--- src/rtl/mlp_pkg.sv ---
// Shared types and requantisation helper for the MLP datapath.
package mlp_pkg;

  localparam int OutFifoDepth = 2;
  localparam int RsW          = 64;

  typedef struct packed {
    logic signed [RsW-1:0] data;
    logic                  sat;
  } rs_t;

  // Round-half-up, arithmetic shift, then clamp to a signed nbits_out range.
  // Callers truncate the packed {data, sat} result to {data[nbits_out-1:0], sat}.
  function automatic logic [RsW:0] round_sat(input logic signed [RsW-1:0] value,
                                             input int shift, input int nbits_out);
    logic signed [RsW-1:0] t, hi, lo;
    rs_t r;
    t = value;
    if (shift > 0) t = value + (64'sd1 <<< (shift - 1));
    t  = t >>> shift;
    hi = (64'sd1 <<< (nbits_out - 1)) - 64'sd1;
    lo = -hi - 64'sd1;
    r.sat = 1'b1;
    if (t > hi)      r.data = hi;
    else if (t < lo) r.data = lo;
    else begin
      r.data = t;
      r.sat  = 1'b0;
    end
    return r;
  endfunction

endpackage

--- src/rtl/fifo2.sv ---
// Two-entry registered FIFO; push side never stalls, occupancy is bounded upstream.
module fifo2
  import mlp_pkg::*;
#(
  parameter int Width = 9
) (
  input  logic             clk_in,
  input  logic             rst_n_in,
  input  logic             push,
  input  logic [Width-1:0] push_data,
  output logic             pop_valid,
  input  logic             pop_ready,
  output logic [Width-1:0] pop_data
);

  logic [Width-1:0] mem [OutFifoDepth];
  logic             wr_ptr, rd_ptr;
  logic [1:0]       count;
  logic             pop;

  assign pop_valid = (count != 2'd0);
  assign pop       = pop_valid & pop_ready;
  assign pop_data  = mem[rd_ptr];

  always_ff @(posedge clk_in or negedge rst_n_in) begin
    if (!rst_n_in) begin
      for (int i = 0; i < OutFifoDepth; i++) mem[i] <= '0;
      wr_ptr <= 1'b0;
      rd_ptr <= 1'b0;
      count  <= 2'd0;
    end else begin
      if (push) begin
        mem[wr_ptr] <= push_data;
        wr_ptr      <= ~wr_ptr;
      end
      if (pop) rd_ptr <= ~rd_ptr;
      count <= count + 2'(push) - 2'(pop);
    end
  end

endmodule

--- src/rtl/addertree_accum.sv ---
// Accumulates adder-tree chunk sums into a dot product, adds bias, requantises,
// and throttles chunk issue so at most two results are ever outstanding.
module addertree_accum
  import mlp_pkg::*;
#(
  parameter int NBitsSum    = 16,
  parameter int NBitsAcc    = 32,
  parameter int NBitsOut    = 8,
  parameter int TreeLatency = 3,
  parameter int Shift       = 8
) (
  input  logic                       clk_in,
  input  logic                       rst_n_in,
  input  logic                       chunk_valid_in,
  input  logic                       chunk_last_in,
  output logic                       chunk_ready_out,
  input  logic signed [NBitsSum-1:0] sum_in,
  input  logic signed [NBitsAcc-1:0] bias_in,
  output logic signed [NBitsOut-1:0] out_data,
  output logic                       out_sat,
  output logic                       out_valid,
  input  logic                       out_ready_in
);

  logic                       acc_ev, last_ev, pop;
  logic [1:0]                 outstanding;
  logic [TreeLatency-1:0]     vld_pipe, last_pipe;
  logic                       d_valid, d_last;
  logic signed [NBitsAcc-1:0] s_ext, acc, r_q;
  logic                       r_vld;
  logic [NBitsOut:0]          push_data, pop_data;

  assign chunk_ready_out = (outstanding < 2'd2);
  assign acc_ev          = chunk_valid_in & chunk_ready_out;
  assign last_ev         = acc_ev & chunk_last_in;
  assign pop             = out_valid & out_ready_in;

  always_ff @(posedge clk_in or negedge rst_n_in) begin
    if (!rst_n_in) outstanding <= 2'd0;
    else           outstanding <= outstanding + 2'(last_ev) - 2'(pop);
  end

  // The tree carries no valid, so its latency is mirrored here.
  always_ff @(posedge clk_in or negedge rst_n_in) begin
    if (!rst_n_in) begin
      vld_pipe  <= '0;
      last_pipe <= '0;
    end else begin
      vld_pipe[0]  <= acc_ev;
      last_pipe[0] <= last_ev;
      for (int i = 1; i < TreeLatency; i++) begin
        vld_pipe[i]  <= vld_pipe[i-1];
        last_pipe[i] <= last_pipe[i-1];
      end
    end
  end

  assign d_valid = vld_pipe[TreeLatency-1];
  assign d_last  = last_pipe[TreeLatency-1];
  assign s_ext   = NBitsAcc'(sum_in);

  always_ff @(posedge clk_in or negedge rst_n_in) begin
    if (!rst_n_in) begin
      acc   <= '0;
      r_q   <= '0;
      r_vld <= 1'b0;
    end else begin
      r_vld <= d_valid & d_last;
      if (d_valid) begin
        if (d_last) begin
          r_q <= acc + s_ext + bias_in;
          acc <= '0;
        end else begin
          acc <= acc + s_ext;
        end
      end
    end
  end

  assign push_data = (NBitsOut+1)'(round_sat(RsW'(r_q), Shift, NBitsOut));

  fifo2 #(.Width(NBitsOut+1)) u_fifo (
    .clk_in    (clk_in),
    .rst_n_in  (rst_n_in),
    .push      (r_vld),
    .push_data (push_data),
    .pop_valid (out_valid),
    .pop_ready (out_ready_in),
    .pop_data  (pop_data)
  );

  assign out_data = pop_data[NBitsOut:1];
  assign out_sat  = pop_data[0];

endmodule
--- config.mk ---
export PLATFORM = sky130hd
export DESIGN_NAME = addertree_accum
export DESIGN_NICKNAME = d
export VERILOG_FILES = /design/src/rtl/mlp_pkg.sv /design/src/rtl/fifo2.sv /design/src/rtl/addertree_accum.sv
export SDC_FILE = /design/constraint.sdc
export NUM_CORES = 1
export LEC_CHECK = 0
export ABC_AREA = 1
export CAP_MARGIN = 30
export CORE_ASPECT_RATIO = 1.1
export CORE_MARGIN = 4
export CORE_UTILIZATION = 49
export DETAILED_ROUTE_END_ITERATION = 7
export DONT_BUFFER_PORTS = 1
export PLACE_DENSITY = 0.63
export SLEW_MARGIN = 5
export SYNTH_ARGS = -nofsm -noshare
export SYNTH_HDL_FRONTEND = slang
export SYNTH_SLANG_ARGS = --single-unit
--- constraint.sdc ---
create_clock -name clk_in -period 5.2 [get_ports clk_in]
set_clock_uncertainty 0.05 [all_clocks]
set_input_delay 1.04 -clock clk_in [delete_from_list [all_inputs] [get_ports clk_in]]
set_output_delay 1.04 -clock clk_in [all_outputs]
set_load 0.005 [all_outputs]
# --- Word-level counts from Yosys, hierarchy flattened ---
# Cells that the tools add are included.
classes:
  add_sub_neg: 7
  order_cmp: 6
  muxes: 11
  n_bitwise: 8
  reduce_logical: 3
op_table:
  columns: ["operator", "n"]
  rows:
  - ["9-bit 2-to-1 mux", 4]
  - ["32-bit by 9-bit adder with 33-bit output (second input constant)", 1]
  - ["32-bit by 16-bit adder with 32-bit output", 1]
  - ["32-bit adder", 1]
  - ["32-bit 2-to-1 mux", 1]
  - ["25-bit by 8-bit greater-than comparator with 1-bit output (second input constant)", 1]
  - ["25-bit by 8-bit < comparator with 1-bit output (second input constant)", 1]
  - ["18-bit bitwise mux", 1]
  - ["8-bit 2-to-1 mux", 2]
  - ["9-bit demux with 1-bit select", 1]
  - ["2-bit by 1-bit adder with 2-bit output", 2]
  - ["1-bit AND", 4]
  - ["2-bit >= comparator (second input constant)", 2]
  - ["1-bit NOT with 2-bit output", 2]
  - ["2-bit by 1-bit subtractor with 2-bit output", 2]
  - ["2-bit by 1-bit < comparator with 1-bit output (second input constant)", 1]
  - ["2-bit < comparator (second input constant)", 1]
  - ["1-bit 2-to-1 mux", 2]
  - ["1-bit NOT", 2]
  - ["2-bit AND reduction", 1]
  - ["2-bit nonzero test", 1]
  - ["1-bit logical AND", 1]
word_totals:
  regBits: 95
  input_bits: 53
  output_inout_bits: 11
  elab_cells: 46

# --- Depth between registers and ports, before layout ---
# Gate-level depths: netlist of run 1.
logic_depth:
  word_depth: 6
  ltp_mapped: 26
  mapped_depth_nobuf: 26

# --- Cells and area by module ---
# From an unflattened synthesis of run 1, not the netlist that was laid out.
unflattened:
  cells_unflattened: 1194
  hier_area_um2: 8001.4
by_module_without_submodules:
  columns: ["mod", "n_inst", "cells_each", "area_each_um2", "seq_area_each_um2"]
  rows:
  - ["addertree_accum", 1, 1073, 6946.7, 1651.6]
  - ["fifo2", 1, 121, 1054.8, 550.5]

# --- Least setup slack after synthesis of run 1 ---
# No wires, ideal clock.
synth_timing:
  path_kind: "input port to flip-flop"
  startpoint: "input port sum_in[2]"
  endpoint: "register r_q[31]"
  setup_ns: 0.118
  arrival_ns: 3.988
  required_time_ns: 5.032
  setup_slack_ns: 1.044
  stages: 21
  n_path_buf: 0
  cell_sequence: "ha_1 a21oi_1 nand2_1 a21oi_1 o21ai_0 nand2_1 nand2_1 nand3_1 nand2_1 or2_2 and2_1 ha_1 nand2_1 nor3_1 nand2_1 and2_1 o21a_1 nand2_1 nand3_1 nand3_1 nand2_1"
synth_via:
  elab_chain_len: 2
synth_rtl:
  columns: ["item", "line_no", "text"]
  rows:
  - ["start, declared", "addertree_accum.sv:17", "input logic signed [NBitsSum-1:0] sum_in,"]
  - ["32-bit by 16-bit adder with 32-bit output", "addertree_accum.sv:71", "r_q <= acc + s_ext + bias_in;"]
  - ["32-bit adder", "addertree_accum.sv:71", null]
  - ["end signal, assigned", "addertree_accum.sv:71", null]
  - ["end, declared", "addertree_accum.sv:29", "logic signed [NBitsAcc-1:0] s_ext, acc, r_q;"]
# No other way between the ends.
# A chain may end at the register's enable or synchronous reset.

# --- Worst setup path in the final report of run 1 ---
layout_timing:
  startpoint: "input port sum_in[2]"
  endpoint: "register r_q[24]"
# The elaborated chain is that of the path after synthesis.

==> results of run 1 <==
==> through the flow <==
step           total power (W)  setup WS [ns]  utilization [%]  cell area (sq um)  hold slack (ns)
2_1_floorplan          0.00468           1.04                -               7920            0.281
3_3_place_gp           0.00576          0.495             51.6               8140            0.283
3_5_place_dp           0.00580          0.479             51.6               8140            0.286
4_1_cts                0.00652          0.839             53.5               8450            0.301
5_1_grt                0.00726          0.524             53.5               8450            0.304
6_report               0.00653          0.784             53.5               8450            0.302
==> per-layer routing <==
layer / vias up / routed length [um] / global-route usage, % / part of all wire, %
met2: 114 / 11000 / 43.3 / 50
li1: 3914 / - / - / -
met5: - / 0 / 0 / 0
met1: 3391 / 9680 / 30.8 / 44
met3: 32 / 776 / 4.07 / 3.5
met4: 0 / 535 / 8.40 / 2.4
==> path summary, 6_finish.rpt <==
kind | start | to | slack, ns
worst min register to register | vld_pipe[1] | vld_pipe[2] | 0.30
worst max-delay path | sum_in[2] | r_q[24] | 0.78
max in group asynchronous | rst_n_in | acc[31] | 4.64
min in group asynchronous | rst_n_in | acc[6] | 0.32
worst max register to register | acc[2] | r_q[24] | 1.06
worst min-delay path | vld_pipe[1] | vld_pipe[2] | 0.30
==> cell type report <==
type | instances | area, sq um
Multi-Input combinational cell | 956 | 5160
Timing Repair Buffer | 2 | 15.0
Clock inverter | 7 | 85.1
Inverter | 138 | 518
Sequential cell | 88 | 2200
Tap cell | 200 | 250
Fill cell | 1637 | 7340
Clock buffer | 9 | 225
==> kinds of logic after synthesis <==
family                     share of synthesized area (%)
DFF                                                 27.8
adders and majority gates                           11.5
and+or+nand+nor                                     34.5
buffers and inverters                               7.11
xor gates and xnor gates                            5.09
AOI/OAI and AO/OA                                   14.0
==> state kept, by name, indices dropped and copies added, names as in the netlist, 2 cells and up <==
signal        flops
vld_pipe          3
u_fifo.mem       18
acc              32
last_pipe         3
outstanding       2
u_fifo.count      2
r_q              25
==> cell usage in the layout (no fill, tap or decap), drive strengths merged, types with 8 or more instances in the layout <==
cell      n
nand2   406
o21bai    9
clkbuf    9
nor3     18
nand3    78
nand4     8
o21ai    69
nor2    102
a21oi    70
nand3b    8
or2       9
a21o     11
dfrtp    88
xnor2    17
xor2     29
ha       71
a22o     13
a31oi     9
inv     140
==> power groups by stage <==
stage	sequential [W]	combinational (W)	clock (W)
2_1_floorplan	0.00118	0.00349	0
3_5_place_dp	0.00127	0.00454	0
4_1_cts	0.00126	0.00456	0.000707
3_3_place_gp	0.00126	0.00450	0
5_1_grt	0.00131	0.00523	0.000733
6_report	0.00126	0.00457	0.000698
==> summary.txt, run 1 <==
GRT
  • GRT overflow: 0
  • Initial antenna violation count: 0
  • Largest net degree at the start of global routing: 89
  • First-pass GRT wire length: 35900 um
  • Vias in the first global route: 7380
  • Total GRT Usage: 24.8%

Route
  • Routed WL: 22000 um
  • First-pass DRT Iterations: 5
  • Routed len/inst: 15.7 um
  • Initial DRC count: 336
  • Via density: 5.32
  • Vias: 7451
  • Final antenna-violating net count: 0
  • Drc violations: 0

Synthesis
  • Most common cell in the netlist: nand2_1
  • Mapped Cells: 1194
  • Post-synthesis cell type count: 39
  • Net Count, Synth: 1319
  • Post-synth top flop: dfrtp_1
  • Cell area after synthesis: 7920 sq um
  • Top-area cell type share of the netlist area: 27.8%
  • Async S/R FF share, synth: 100%
  • Seq/Total Area, Yosys: 27.8%
  • Area leader, netlist: dfrtp_1
  • Synth area leaders: dfrtp_1 28%, nand2_1 19%, ha_1 11%
  • Commonest cells in the netlist: 400 x nand2_1, 135 x inv_1, 92 x nor2_1, 88 x dfrtp_1, 76 x nand3_1
  • Post-synth EDFFs: 0
  • Number of synthesized register bits: 88
  • Synth Area per Inst: 6.63 sq um
  • Ys Warns: 0

Floorplan
  • Starting Density: 50.2%
  • Die Ht: 141 um
  • Die extent in x: 129 um
  • Core ar.: 15800 sq um
  • Die ar.: 18300 sq um
  • IO Pins: 64
  • Row cnt: 48

Timing
  • Fmax: 226 MHz
  • Setup TNS: 0 ns
  • Slew HR: 46.8%
  • Final setup viols: 0
  • Period minus WS final: 4.42 ns
  • Slew Viols, Final: 0
  • RSZ-0062 raised after global routing: no
  • Hold Vio Cnt, Final: 0
  • Post-route clock period utilization: 84.9%
  • Measured slew at the worst slew-check pin: 0.796 ns

Critical path
  • CP arrival: 4.59 ns
  • Critical Path Start Type: input pin
  • Max FO, Critical Path: 5
  • Crit path top cell by count: nand2_1
  • Crit-path cells: ha_1 > a21oi_1 > nand2_1 > a21oi_1 > o21ai_0 > nand2_1 > nand2_1 > nand3_1 > nand2_1 > or2_2 > and2_1 > ha_1 > inv_1 > o21ai_0 > a21oi_1 > o21ai_0 > a21oi_1 > nand2_1 > or2_2 > nand3_1 > o21ai_0
  • Top delay family on crit path: compound AO/OA/AOI/OAI gates
  • CP max-delay cell: ha_1
  • Req. time, crit path: 5.37 ns
  • Crit end category: register
  • WP depth: 21
  • Worst path bufs/invs: 1
  • Worst r2r path cells: 21
  • Setup CP Type: in2reg
  • Slowest stage delay, CP: 0.34 ns

Clocking
  • Clock Sink Count: 88
  • Total CTS buffers: 9
  • Postcts setup bufs: 0
  • Worst skew pair latency: 0.36 ns
  • CTS root buf: clkbuf_16
  • Cts hold-fix bufs: 0
  • Longest Clk Path Bufs: 2
  • CTS tree: built
  • Worst-path clk slew: 0.07 ns
  • H-tree depth: 3
  • Post-CTS Resized: 0

Flow run
  • Maximum capacitance violations: 0

Pwr
  • Maximum VDD drop: 0.000344 V
  • Internal power: 0.00302 W
  • PwrDens: 773 nW/um^2
  • Sw Share: 53.8%
  • Comb pwr share: 69.9%
  • Leakage power: 4.35 nW
  • Sequential cell fraction of total power: 19.4%
  • Switch Pwr: 0.00351 W
  • Clock power frac: 10.7%

Place
  • PortBufs: 0
  • Gpl congestion: 0.982
  • Placed Cells: 1384
  • Post-DP HPWL: 17700 um

Run status
  • Status: finished clean

Final layout
  • P&R area growth vs syn: 6.73%
  • Non-Filler Instances: 1400
  • Nets: 1320
  • Share of layout cells above drive strength 1: 3.92%
  • Diodes inserted: 0

Worst hold path
  • HP Class: reg2reg
  • Hold Path Stages: 0
(Power assumes the default switching activity.)
==> run 2, diff against run 1 <==
==> constraint.sdc (replaced) <==
create_clock -name clk_in -period 4.49 [get_ports clk_in]
set_clock_uncertainty 0.05 [all_clocks]
set_input_delay 0.898 -clock clk_in [delete_from_list [all_inputs] [get_ports clk_in]]
set_output_delay 0.898 -clock clk_in [all_outputs]
set_load 0.005 [all_outputs]
==> summary.txt, run 2 (synthesis gave the netlist of run 1 again) <==
Run status
  • Status: finished clean

Critical path
  • Max FO, Critical Path: 5 (unchanged)
  • Critical Path Start Type: input pin
  • Crit end category: register
  • Setup CP Type: in2reg
  • CP arrival: 4.30 ns (-0.29 ns)
  • Req. time, crit path: 4.66 ns (-0.71 ns)

Route
  • Routed WL: 21700 um (-1.4%)
  • Final antenna-violating net count: 0 (unchanged)
  • Initial DRC count: 372 (+11%)
  • Vias: 7487 (+0.48%)
  • Routed len/inst: 15.4 um (-1.8%)
  • First-pass DRT Iterations: 5 (unchanged)
  • Drc violations: 0 (unchanged)
  • Via density: 5.33 (+0.13%)

Place
  • Post-DP HPWL: 17500 um (-1.6%)
  • DP Worst Slack: 0.00750 ns (-0.471 ns)
  • Gpl congestion: 0.945 (-3.7%)
  • Placed Cells: 1389 (+0.36%)
  • PortBufs: 0 (unchanged)
  • DP Area: 8180 sq um (+0.46%)

Timing
  • Slew Viols, Final: 0 (unchanged)
  • Period minus WS final: 4.13 ns
  • WHS: 0.187 ns (-0.115 ns)
  • Hold Vio Cnt, Final: 0 (unchanged)
  • Post-route clock period utilization: 91.9%
  • Fmax: 242 MHz
  • RSZ-0062 raised after global routing: no
  • Setup slack after layout: 0.364 ns (-0.419 ns)
  • Measured slew at the worst slew-check pin: 0.786 ns (-0.0102 ns)
  • Slew HR: 47.5% (+0.68 points)
  • Final setup viols: 0 (unchanged)

Floorplan
  • Die Ht: 141 um (unchanged)
  • Row cnt: 48 (unchanged)
  • Die ar.: 18300 sq um (unchanged)
  • IO Pins: 64 (unchanged)
  • Starting Density: 50.2% (unchanged)
  • Die extent in x: 129 um (unchanged)
  • Core ar.: 15800 sq um (unchanged)

Clocking
  • Worst skew pair latency: 0.36 ns (about the same)
  • CTS root buf: clkbuf_16
  • Post-CTS Resized: 0 (unchanged)
  • CTS tree: built
  • Postcts setup bufs: 0 (unchanged)
  • Cts hold-fix bufs: 0 (unchanged)
  • Longest Clk Path Bufs: 2 (unchanged)
  • Total CTS buffers: 9 (unchanged)
  • H-tree depth: 3 (unchanged)
  • Worst-path clk slew: 0.07 ns (about the same)
  • Clock Sink Count: 88 (unchanged)

Worst hold path
  • HP Class: in2async

Final layout
  • P&R area growth vs syn: 7.12%
  • Max FFs per register: 32 (unchanged)
  • Diodes inserted: 0 (unchanged)
  • Top flop regs: acc (32), r_q (25), u_fifo.mem (18)
  • Largest Register: acc
  • Fin area: 8490 sq um (+0.37%)
  • Commonest cells after routing, fill and taps aside: 400 x nand2_1, 135 x inv_1, 91 x nor2_1, 88 x dfrtp_1, 76 x nand3_1
  • Post-Route Utilization: 53.7% (+0.20 points)
  • Share of layout cells above drive strength 1: 4.40% (+0.48 points)
  • Most common cell after layout, fill and taps aside: nand2_1
  • Nets: 1325 (+0.38%)
  • Non-Filler Instances: 1405 (+0.36%)

Pwr
  • Maximum VDD drop: 0.000315 V (-8.5%)
  • Leakage power: 4.37 nW (+0.54%)
  • PwrDens: 891 nW/um^2 (+15%)

GRT
  • Largest net degree at the start of global routing: 89 (unchanged)
  • Total GRT Usage: 24.1% (-0.68 points)
  • Initial antenna violation count: 0 (unchanged)
  • Vias in the first global route: 7164 (-2.9%)
  • GRT overflow: 0 (unchanged)
  • First-pass GRT wire length: 34900 um (-3.0%)

Flow run
  • Maximum capacitance violations: 0 (unchanged)
run 2: power by group:
part / leakage, nW / switching, W / internal, W
sequential: 1.09 / 0.000304 / 0.00116
clock: 0.144 / 0.000369 / 0.000394
combinational: 3.14 / 0.00341 / 0.00193
run 2: final timing paths:
kind	start	depth (start not counted)	slack [ns]	to
max	sum_in[2]	21	0.36	r_q[24]
min	rst_n_in	0	0.19	r_q[10]
max reg2reg	acc[2]	21	0.50	r_q[24]
min reg2reg	last_pipe[1]	0	0.30	last_pipe[2]
max in group asynchronous	rst_n_in	0	4.00	acc[25]
min in group clk_in	last_pipe[1]	0	0.30	last_pipe[2]
run 2: metrics by stage:
stage,total power [W],TNS [ns]
5_1_grt,0.00835,0
2_1_floorplan,0.00542,0
3_3_place_gp,0.00672,-0.00972
4_1_cts,0.00754,0
6_report,0.00756,0
3_5_place_dp,0.00675,0
run 2: final cells by class:
class                   instances  area, sq um
inverters                     138          518
multi-input cells             956         5160
clock inverters                 7         75.1
well taps                     200          250
flip-flops and latches         88         2200
clock buffers                   9          225
repair buffers                  7         52.6
fillers                      1580         7310
run 2: worst max-delay path, stage by stage:
cell	delay, ns
ha_1	0.33
a21oi_1	0.16
nand2_1	0.12
a21oi_1	0.21
o21ai_0	0.18
nand2_1	0.09
nand2_1	0.13
nand3_1	0.10
nand2_1	0.06
or2_2	0.28
and2_1	0.14
ha_1	0.35
inv_1	0.10
o21ai_0	0.14
a21oi_2	0.22
o21ai_0	0.13
a21oi_1	0.13
nand2_1	0.09
or2_2	0.28
nand3_1	0.06
o21ai_0	0.10
run 2: layer usage:
layer / part of all wire [%] / global-route usage, % / vias to the layer above
met2: 49 / 41.6 / 120
met4: 3.0 / 9.56 / 0
met1: 44 / 30.2 / 3397
met3: 3.6 / 3.46 / 37
li1: - / - / 3933
met5: 0 / 0 / -
